## config.mk

```make
export PLATFORM = sky130hd
export DESIGN_NAME = mul_ctrl_flat
export DESIGN_NICKNAME = d
export VERILOG_FILES = /design/src/rtl/mul_ctrl_if.sv /design/src/rtl/mul_ctrl.sv /design/src/flat_wrapper.sv
export SDC_FILE = /design/constraint.sdc
export NUM_CORES = 1
export LEC_CHECK = 0
export ABC_CLOCK_PERIOD_IN_PS = 1600
export CAP_MARGIN = 10
export CORE_MARGIN = 2
export CORE_UTILIZATION = 34
export CTS_BUF_LIST = sky130_fd_sc_hd__clkbuf_8 sky130_fd_sc_hd__clkbuf_16
export DETAILED_ROUTE_END_ITERATION = 10
export PLACE_DENSITY = 0.86
export SETUP_SLACK_MARGIN = 0.02
export SYNTH_ARGS = -nofsm -noshare
export SYNTH_HDL_FRONTEND = slang
export SYNTH_SLANG_ARGS = --single-unit
```

## constraint.sdc

```tcl
create_clock -name clk -period 1.6 [get_ports clk]
set_input_delay 0.48 -clock clk [delete_from_list [all_inputs] [get_ports clk]]
set_output_delay 0.48 -clock clk [all_outputs]
set_load 0.1 [all_outputs]
```

## src/rtl/mul_ctrl_if.sv

```systemverilog
// Request/response handshake bundle between the ALU issue path and mul_ctrl.
// The issuer uses the master modport; mul_ctrl uses the slave modport.
interface mul_ctrl_if #(
    parameter int XLEN = 32
);
    logic            req_valid;
    logic            req_ready;
    logic [1:0]      req_op;
    logic [XLEN-1:0] req_rs1;
    logic [XLEN-1:0] req_rs2;
    logic            resp_valid;
    logic            resp_ready;
    logic [XLEN-1:0] resp_data;

    modport master (
        output req_valid, req_op, req_rs1, req_rs2, resp_ready,
        input  req_ready, resp_valid, resp_data
    );

    modport slave (
        input  req_valid, req_op, req_rs1, req_rs2, resp_ready,
        output req_ready, resp_valid, resp_data
    );
endinterface

```

## src/rtl/mul_ctrl.sv

```systemverilog
// mul_ctrl: sequencer and operand preparation for the radix-4 multi-cycle
// multiplier. Accepts RV32M multiply requests, extends operands to 33 bits,
// steps the multiplier through 1 start + 17 accumulate cycles and returns
// the low or high product word.
// Optional feature macro: MUL_ZERO_BYPASS_EN (a zero operand skips straight
// to DONE with a forced zero result).
module mul_ctrl #(
    parameter int XLEN  = 32,
    parameter int CYC_W = 5
) (
    input  logic                    clk,
    input  logic                    rst,
    input  logic                    flush,
    mul_ctrl_if.slave               bus,
    output logic                    busy,
    output logic [XLEN:0]           mul_op1,
    output logic [XLEN:0]           mul_op2,
    output logic                    mul_sel_en,
    output logic                    mul_start_en,
    output logic [CYC_W-1:0]        pc_cycle,
    input  logic [2*(XLEN+1)-1:0]   mul_res
);
    localparam logic [1:0] OP_MUL    = 2'b00;
    localparam logic [1:0] OP_MULH   = 2'b01;
    localparam logic [1:0] OP_MULHU  = 2'b11;

    localparam logic [CYC_W-1:0] CYC_START = CYC_W'(1);
    localparam logic [CYC_W-1:0] CYC_FIRST = CYC_W'(2);
    localparam logic [CYC_W-1:0] CYC_LAST  = CYC_W'(18);

    typedef enum logic [1:0] {
        IDLE  = 2'd0,
        START = 2'd1,
        ACC   = 2'd2,
        DONE  = 2'd3
    } state_t;

    state_t            state_reg, state_next;
    logic [1:0]        op_reg, op_next;
    logic [XLEN-1:0]   rs1_reg, rs1_next;
    logic [XLEN-1:0]   rs2_reg, rs2_next;
    logic [CYC_W-1:0]  cyc_reg, cyc_next;
    logic              s1, s2;
    logic [XLEN-1:0]   prod_word;
    logic              unused_prod_top;

`ifdef MUL_ZERO_BYPASS_EN
    logic              zero_reg, zero_next;
`endif

    // State, operand and step-counter registers.
    always_ff @(posedge clk) begin
        if (rst) begin
            state_reg <= IDLE;
            op_reg    <= 2'b00;
            rs1_reg   <= '0;
            rs2_reg   <= '0;
            cyc_reg   <= '0;
`ifdef MUL_ZERO_BYPASS_EN
            zero_reg  <= 1'b0;
`endif
        end else begin
            state_reg <= state_next;
            op_reg    <= op_next;
            rs1_reg   <= rs1_next;
            rs2_reg   <= rs2_next;
            cyc_reg   <= cyc_next;
`ifdef MUL_ZERO_BYPASS_EN
            zero_reg  <= zero_next;
`endif
        end
    end

    // Next-state logic; flush overrides every transition, including acceptance.
    always_comb begin
        state_next = state_reg;
        op_next    = op_reg;
        rs1_next   = rs1_reg;
        rs2_next   = rs2_reg;
        cyc_next   = cyc_reg;
`ifdef MUL_ZERO_BYPASS_EN
        zero_next  = zero_reg;
`endif
        case (state_reg)
            IDLE: begin
                if (bus.req_valid) begin
                    op_next    = bus.req_op;
                    rs1_next   = bus.req_rs1;
                    rs2_next   = bus.req_rs2;
                    cyc_next   = CYC_START;
                    state_next = START;
`ifdef MUL_ZERO_BYPASS_EN
                    if (bus.req_rs1 == '0 || bus.req_rs2 == '0) begin
                        cyc_next   = '0;
                        zero_next  = 1'b1;
                        state_next = DONE;
                    end
`endif
                end
            end
            START: begin
                cyc_next   = CYC_FIRST;
                state_next = ACC;
            end
            ACC: begin
                if (cyc_reg == CYC_LAST) begin
                    cyc_next   = '0;
                    state_next = DONE;
                end else begin
                    cyc_next = cyc_reg + CYC_W'(1);
                end
            end
            DONE: begin
                if (bus.resp_ready) begin
                    state_next = IDLE;
`ifdef MUL_ZERO_BYPASS_EN
                    zero_next  = 1'b0;
`endif
                end
            end
            default: state_next = IDLE;
        endcase
        if (flush) begin
            state_next = IDLE;
            cyc_next   = '0;
`ifdef MUL_ZERO_BYPASS_EN
            zero_next  = 1'b0;
`endif
        end
    end

    // Operand extension: op1 signed unless MULHU, op2 signed only for MUL/MULH.
    always_comb begin
        s1      = (op_reg != OP_MULHU);
        s2      = (op_reg == OP_MUL) || (op_reg == OP_MULH);
        mul_op1 = {s1 & rs1_reg[XLEN-1], rs1_reg};
        mul_op2 = {s2 & rs2_reg[XLEN-1], rs2_reg};
    end

    // Control strobes and response; all decoded from registered state only.
    always_comb begin
        bus.req_ready  = (state_reg == IDLE);
        busy           = (state_reg != IDLE);
        mul_sel_en     = (state_reg == START) || (state_reg == ACC);
        mul_start_en   = (state_reg == START);
        pc_cycle       = cyc_reg;
        bus.resp_valid = (state_reg == DONE);
        prod_word      = (op_reg == OP_MUL) ? mul_res[XLEN-1:0] : mul_res[2*XLEN-1:XLEN];
`ifdef MUL_ZERO_BYPASS_EN
        if (zero_reg) begin
            prod_word = '0;
        end
`endif
        bus.resp_data  = bus.resp_valid ? prod_word : '0;
    end

    // Top two product bits only matter for sign headroom inside the multiplier.
    assign unused_prod_top = ^mul_res[2*(XLEN+1)-1:2*XLEN];

endmodule

```

## src/flat_wrapper.sv

```systemverilog
// flat-port wrapper written by rule: the top's interface ports become plain ports
module mul_ctrl_flat 
#(
    parameter int XLEN  = 32,
    parameter int CYC_W = 5
)
  (clk, rst, flush, busy, mul_op1, mul_op2, mul_sel_en, mul_start_en, pc_cycle, mul_res, bus_req_valid, bus_req_op, bus_req_rs1, bus_req_rs2, bus_resp_ready, bus_req_ready, bus_resp_valid, bus_resp_data);
  mul_ctrl_if #(.XLEN(XLEN)) bus_i ();
  input  logic clk;
  input  logic rst;
  input  logic flush;
  output logic busy;
  output logic [XLEN:0] mul_op1;
  output logic [XLEN:0] mul_op2;
  output logic mul_sel_en;
  output logic mul_start_en;
  output logic [CYC_W-1:0] pc_cycle;
  input  logic [2*(XLEN+1)-1:0] mul_res;
  input wire logic [$bits(bus_i.req_valid)-1:0] bus_req_valid;
  input wire logic [$bits(bus_i.req_op)-1:0] bus_req_op;
  input wire logic [$bits(bus_i.req_rs1)-1:0] bus_req_rs1;
  input wire logic [$bits(bus_i.req_rs2)-1:0] bus_req_rs2;
  input wire logic [$bits(bus_i.resp_ready)-1:0] bus_resp_ready;
  output wire logic [$bits(bus_i.req_ready)-1:0] bus_req_ready;
  output wire logic [$bits(bus_i.resp_valid)-1:0] bus_resp_valid;
  output wire logic [$bits(bus_i.resp_data)-1:0] bus_resp_data;
  assign bus_i.req_valid = bus_req_valid;
  assign bus_i.req_op = bus_req_op;
  assign bus_i.req_rs1 = bus_req_rs1;
  assign bus_i.req_rs2 = bus_req_rs2;
  assign bus_i.resp_ready = bus_resp_ready;
  assign bus_req_ready = bus_i.req_ready;
  assign bus_resp_valid = bus_i.resp_valid;
  assign bus_resp_data = bus_i.resp_data;
  mul_ctrl #(.XLEN(XLEN), .CYC_W(CYC_W)) u_core (.clk(clk), .rst(rst), .flush(flush), .bus(bus_i), .busy(busy), .mul_op1(mul_op1), .mul_op2(mul_op2), .mul_sel_en(mul_sel_en), .mul_start_en(mul_start_en), .pc_cycle(pc_cycle), .mul_res(mul_res));
endmodule
```

Word level (Yosys, flattened, before mapping):

Index checks and enable logic that the tools add are counted.

* register bits: 73
* logic and storage cells: 36
* input bits: 137

* mux-type cells: 9
* bitwise operators: 2
* equal/unequal tests: 9
* add/sub/neg operators: 1
* reduce and logical (&&, ||, !) cells: 10

Operator list (number)
* 2-to-1 mux 32 bit: 2
* one-hot mux 5 bit (3 select lines): 1
* 2-to-1 mux 5 bit: 2
* one-hot mux 2 bit (4 select lines): 1
* 2-to-1 mux 2 bit: 3
* != test 2 bit (second input constant): 3
* adder 5 x 1 -> 5 bit (second input constant): 1
* == test 5 bit (second input constant): 1
* == test 2 x 1 -> 1 bit (second input constant): 2
* == test 2 bit (second input constant): 2
* logical NOT 2 bit: 2
* AND reduction 2 bit: 2
* AND reduction 3 bit: 1
* nonzero test 3 bit: 1
* bitwise AND 1 bit: 2
* logical OR 1 bit: 2
* != test 2 x 1 -> 1 bit (second input constant): 1
* nonzero test 2 bit: 1
* OR reduction 2 bit: 1

Depth between registers and ports, before layout:

* depth in word-level cells: 3
* depth in mapped cells: 7
* depth with buffers taken out: 5

Least setup slack after synthesis:

No wires, ideal clock.

* path type: flip-flop to output port
* start: reg u_core.state_reg[1]
* end: out bus_resp_data[10]
* arrival: 3.724 ns
* required time: 1.120 ns
* stages on the path, launching flop included: 4
* setup slack: -2.604 ns
* path buffers: 1
* cell sequence: dfxtp_1 -> ha_1 -> clkbuf_1 -> a21boi_0

* word-level cells in the longest chain between the ends: 2

RTL lines
* start, declared: RTL line mul_ctrl.sv:38 `state_t state_reg, state_next;`
* start signal, assigned: RTL line mul_ctrl.sv:63 `state_reg <= state_next;`
* == test 2 bit: RTL line mul_ctrl.sv:147 `bus.resp_valid = (state_reg == DONE);`
* via bus_resp_valid: RTL line flat_wrapper.sv:25 `output wire logic [$bits(bus_i.resp_valid)-1:0] bus_resp_valid;`
* 2-to-1 mux 32 bit: RTL line mul_ctrl.sv:154 `bus.resp_data = bus.resp_valid ? prod_word : '0;`
* end, declared: RTL line flat_wrapper.sv:26 `output wire logic [$bits(bus_i.resp_data)-1:0] bus_resp_data;`

The timed path passes the listed nets, and every way through them passes these cells.

Worst setup path after layout:

* start: reg u_core.op_reg[0]
* end: out bus_resp_data[3]

* word-level cells in the longest chain between the ends: 3

RTL lines
* start, declared: RTL line mul_ctrl.sv:39 `logic [1:0] op_reg, op_next;`
* start signal, assigned: RTL line mul_ctrl.sv:64 `op_reg <= op_next;`
* logical NOT 2 bit: RTL line mul_ctrl.sv:148 `prod_word = (op_reg == OP_MUL) ? mul_res[XLEN-1:0] : mul_res[2*XLEN-1:XLEN];`
* 2-to-1 mux 32 bit: RTL line mul_ctrl.sv:148
* 2-to-1 mux 32 bit: RTL line mul_ctrl.sv:154

Every way passes these cells.

==> impl_metrics.ini <==
[outcome]
status = finished with violations
violations = negative setup slack

[setup_path]
ff2ff_setup_slack_ps = -90
critPathMaxFanout = 21
crit_required_ps = 1120
path_delay_family = flip-flops
crit_type = reg2out
path_buf_inv = 2
worstSetupStartpointType = flop
regToRegStartpoint = u_core.state_reg[1]$_SDFFE_PP0P_
worst_path_most_repeated_cell = buf_12
worstReg2RegEnd = u_core.rs1_reg[19]$_SDFFE_PP0P_
slowest_stage = dfxtp_4
reg2reg_depth = 9
crit_chain = or2_4, buf_12, nand2_2, a21boi_4, buf_12
slowest_delay_ps = 390
endpoint_kind = primary output
worstPathArrival_ps = 1580

[min_path]
hold_depth = 2
min_to = u_core.rs2_reg[5]$_SDFFE_PP0P_
hp-start = u_core.rs2_reg[5]$_SDFFE_PP0P_
worstHoldPathType = reg2reg

[detailed_routing]
wl_per_cell_um = 19.5
first_pass_iters = 7
antenna_left = 0
wl_mm = 16.6
viasPerCell = 5.10
drc = 0
drt_iter0_drc = 138
num_vias = 4322

[pwr]
pwr_density_cell_nw_per_um2 = 719
irDropWorstVdd_uv = 587
p_leak_nw = 3.12
power_mw = 6.02

[sta]
hold_violations = 0
fin_hold_ws_ps = 497
fmax_mhz = 486
worst_pin_slew_ps = 422
fin_skew_ps = 20.8
tns_ps = -16210
slew_violations = 0
setup_viol = 89
max_slew_margin_pct = 71.7
rsz0062_at_grt = yes
fin_ws_ps = -456
finalCritPeriodShare_pct = 129
period_needed_ps = 2060

[finish]
layout_common_cells = nand2_1, clkdlybuf4s50_1, buf_12, dfxtp_1, nand2_2
nets = 858
fill_cells = 368
final_common_cell = nand2_1
utilization_pct = 89.7
antennaDiodeCount = 0
finalNonFillerCells = 848
syn_to_final_growth_pct = 153
drive_gt1_share_pct = 42.6
stdcell_area_sq_um = 8370

[global_route]
grt_pass1_wl_mm = 21.4
antenna_found_initial = 0
grt_use_total_pct = 26.3
grt_pass1_vias = 4463
overflow = 0
grt_max_degree = 56

[floorplanning]
dieHeight_um = 103
die_x_um = 103
die-area_sq_um = 10500
num_rows = 35
pin_count = 245
start_util_pct = 35.4
core_sq_um = 9330

[placed_design]
place_hpwl_mm = 10.8
pre_cts_slack_ps = -347
place_congestion = 0.854
dpl-instance-area_sq_um = 7430
portBuffers = 242
post-place-cells = 803

[synth]
ys_seq_elements = 73
syn-cell-area_sq_um = 3300
yosys_warnings = 0
syn_inst = 449
async_flop_share_pct = 0
synth-seq-area-share_pct = 44.3
synth_edf_count = 0
synth_flop_cell = dfxtp_1
synth.avg_cell_area_sq_um = 7.35
syn-num-nets = 593
ys_types = 28

[clocking]
cts.path.max_buffers = 2
root_buffer = clkbuf_8
clock_latency_ps = 350
clk_pin_slew_ps = 90
clkSinkCount = 73
postCtsHoldBufs = 0
numCtsBuffers = 9
cts-htree-levels = 3
tritoncts = yes

[run]
max-cap-violations = 0
==> worst max-delay path by stage <==
stage	from	to	slack, ps	depth (start not counted)
2_1_floorplan	u_core.op_reg[1]$_SDFFE_PP0P_	bus_resp_data[10]	-430	5
3_3_place_gp	mul_res[63]	bus_resp_data[31]	-330	4
3_5_place_dp	mul_res[63]	bus_resp_data[31]	-350	4
4_1_cts	u_core.op_reg[0]$_SDFFE_PP0P_	bus_resp_data[31]	-430	5
5_1_grt	u_core.op_reg[1]$_SDFFE_PP0P_	bus_resp_data[14]	-500	5
6_report	u_core.op_reg[0]$_SDFFE_PP0P_	bus_resp_data[3]	-460	5
==> repair_timing <==
action / in CTS / in global routing
endpoints found under the hold margin: 0 / 0
pin swaps: 3 / 5
gates resized for setup: 54 / 63
cloned: 1 / 9
endpoints found under the setup margin: 41 / 104
buffers inserted: 9 / 12
==> cells by family after synthesis <==
logic type                 after synthesis  share of synthesized area [%]
AOI/OAI and AO/OA                      109                           19.7
xor gates and xnor gates                 2                          0.531
adders and majority gates                7                           2.65
buffers and inverters                   35                           5.08
DFF                                     73                           44.3
muxes                                    2                          0.606
and+or+nand+nor                        221                           27.1
==> cell usage after synthesis, drive strengths merged (2+ instances only) <==
| master | n | share of area [%] |
|---|---|---|
| a21boi | 33 | 7.5 |
| a21oi | 68 | 10 |
| and2 | 2 | 0.38 |
| buf | 19 | 3.3 |
| clkbuf | 12 | 1.4 |
| dfxtp | 73 | 44 |
| ha | 7 | 2.7 |
| inv | 4 | 0.45 |
| mux2i | 2 | 0.61 |
| nand2 | 200 | 23 |
| nand3 | 5 | 0.76 |
| nand4b | 2 | 0.53 |
| nor2 | 3 | 0.34 |
| nor2b | 4 | 0.76 |
| o31ai | 2 | 0.45 |
| or2 | 2 | 0.38 |
| xor2 | 2 | 0.53 |
==> report_power, final <==
group          switching, mW  internal (mW)  total [mW]
combinational           1.53           1.10        2.63
sequential             0.124           1.92        2.05
clock                  0.735          0.608        1.34
==> tightest hold or removal path, cell delays in order (launching register included) <==
cell and delay (ps):
dfxtp_1 350, nand2_1 60, a21oi_1 50
==> per-layer routing <==
layer  GRT usage, %  up-vias  part of all wire, %
met5              0        -                    0
met4           14.9        0                  3.5
met3           7.12       48                  7.7
met2           52.0      225                   56
met1           23.5     2053                   33
li1               -     1996                    -
==> area by class of cell <==
class | instances | area (sq um) | area share, %
inverter | 4 | 26.3 | 0.314
clock buffer | 10 | 138 | 1.64
sequential | 73 | 1490 | 17.8
multi-input combinational | 341 | 2380 | 28.4
clock inverter | 6 | 43.8 | 0.523
timing repair buffer | 285 | 4130 | 49.4
tap | 129 | 161 | 1.93
(Power assumes the default switching activity.)
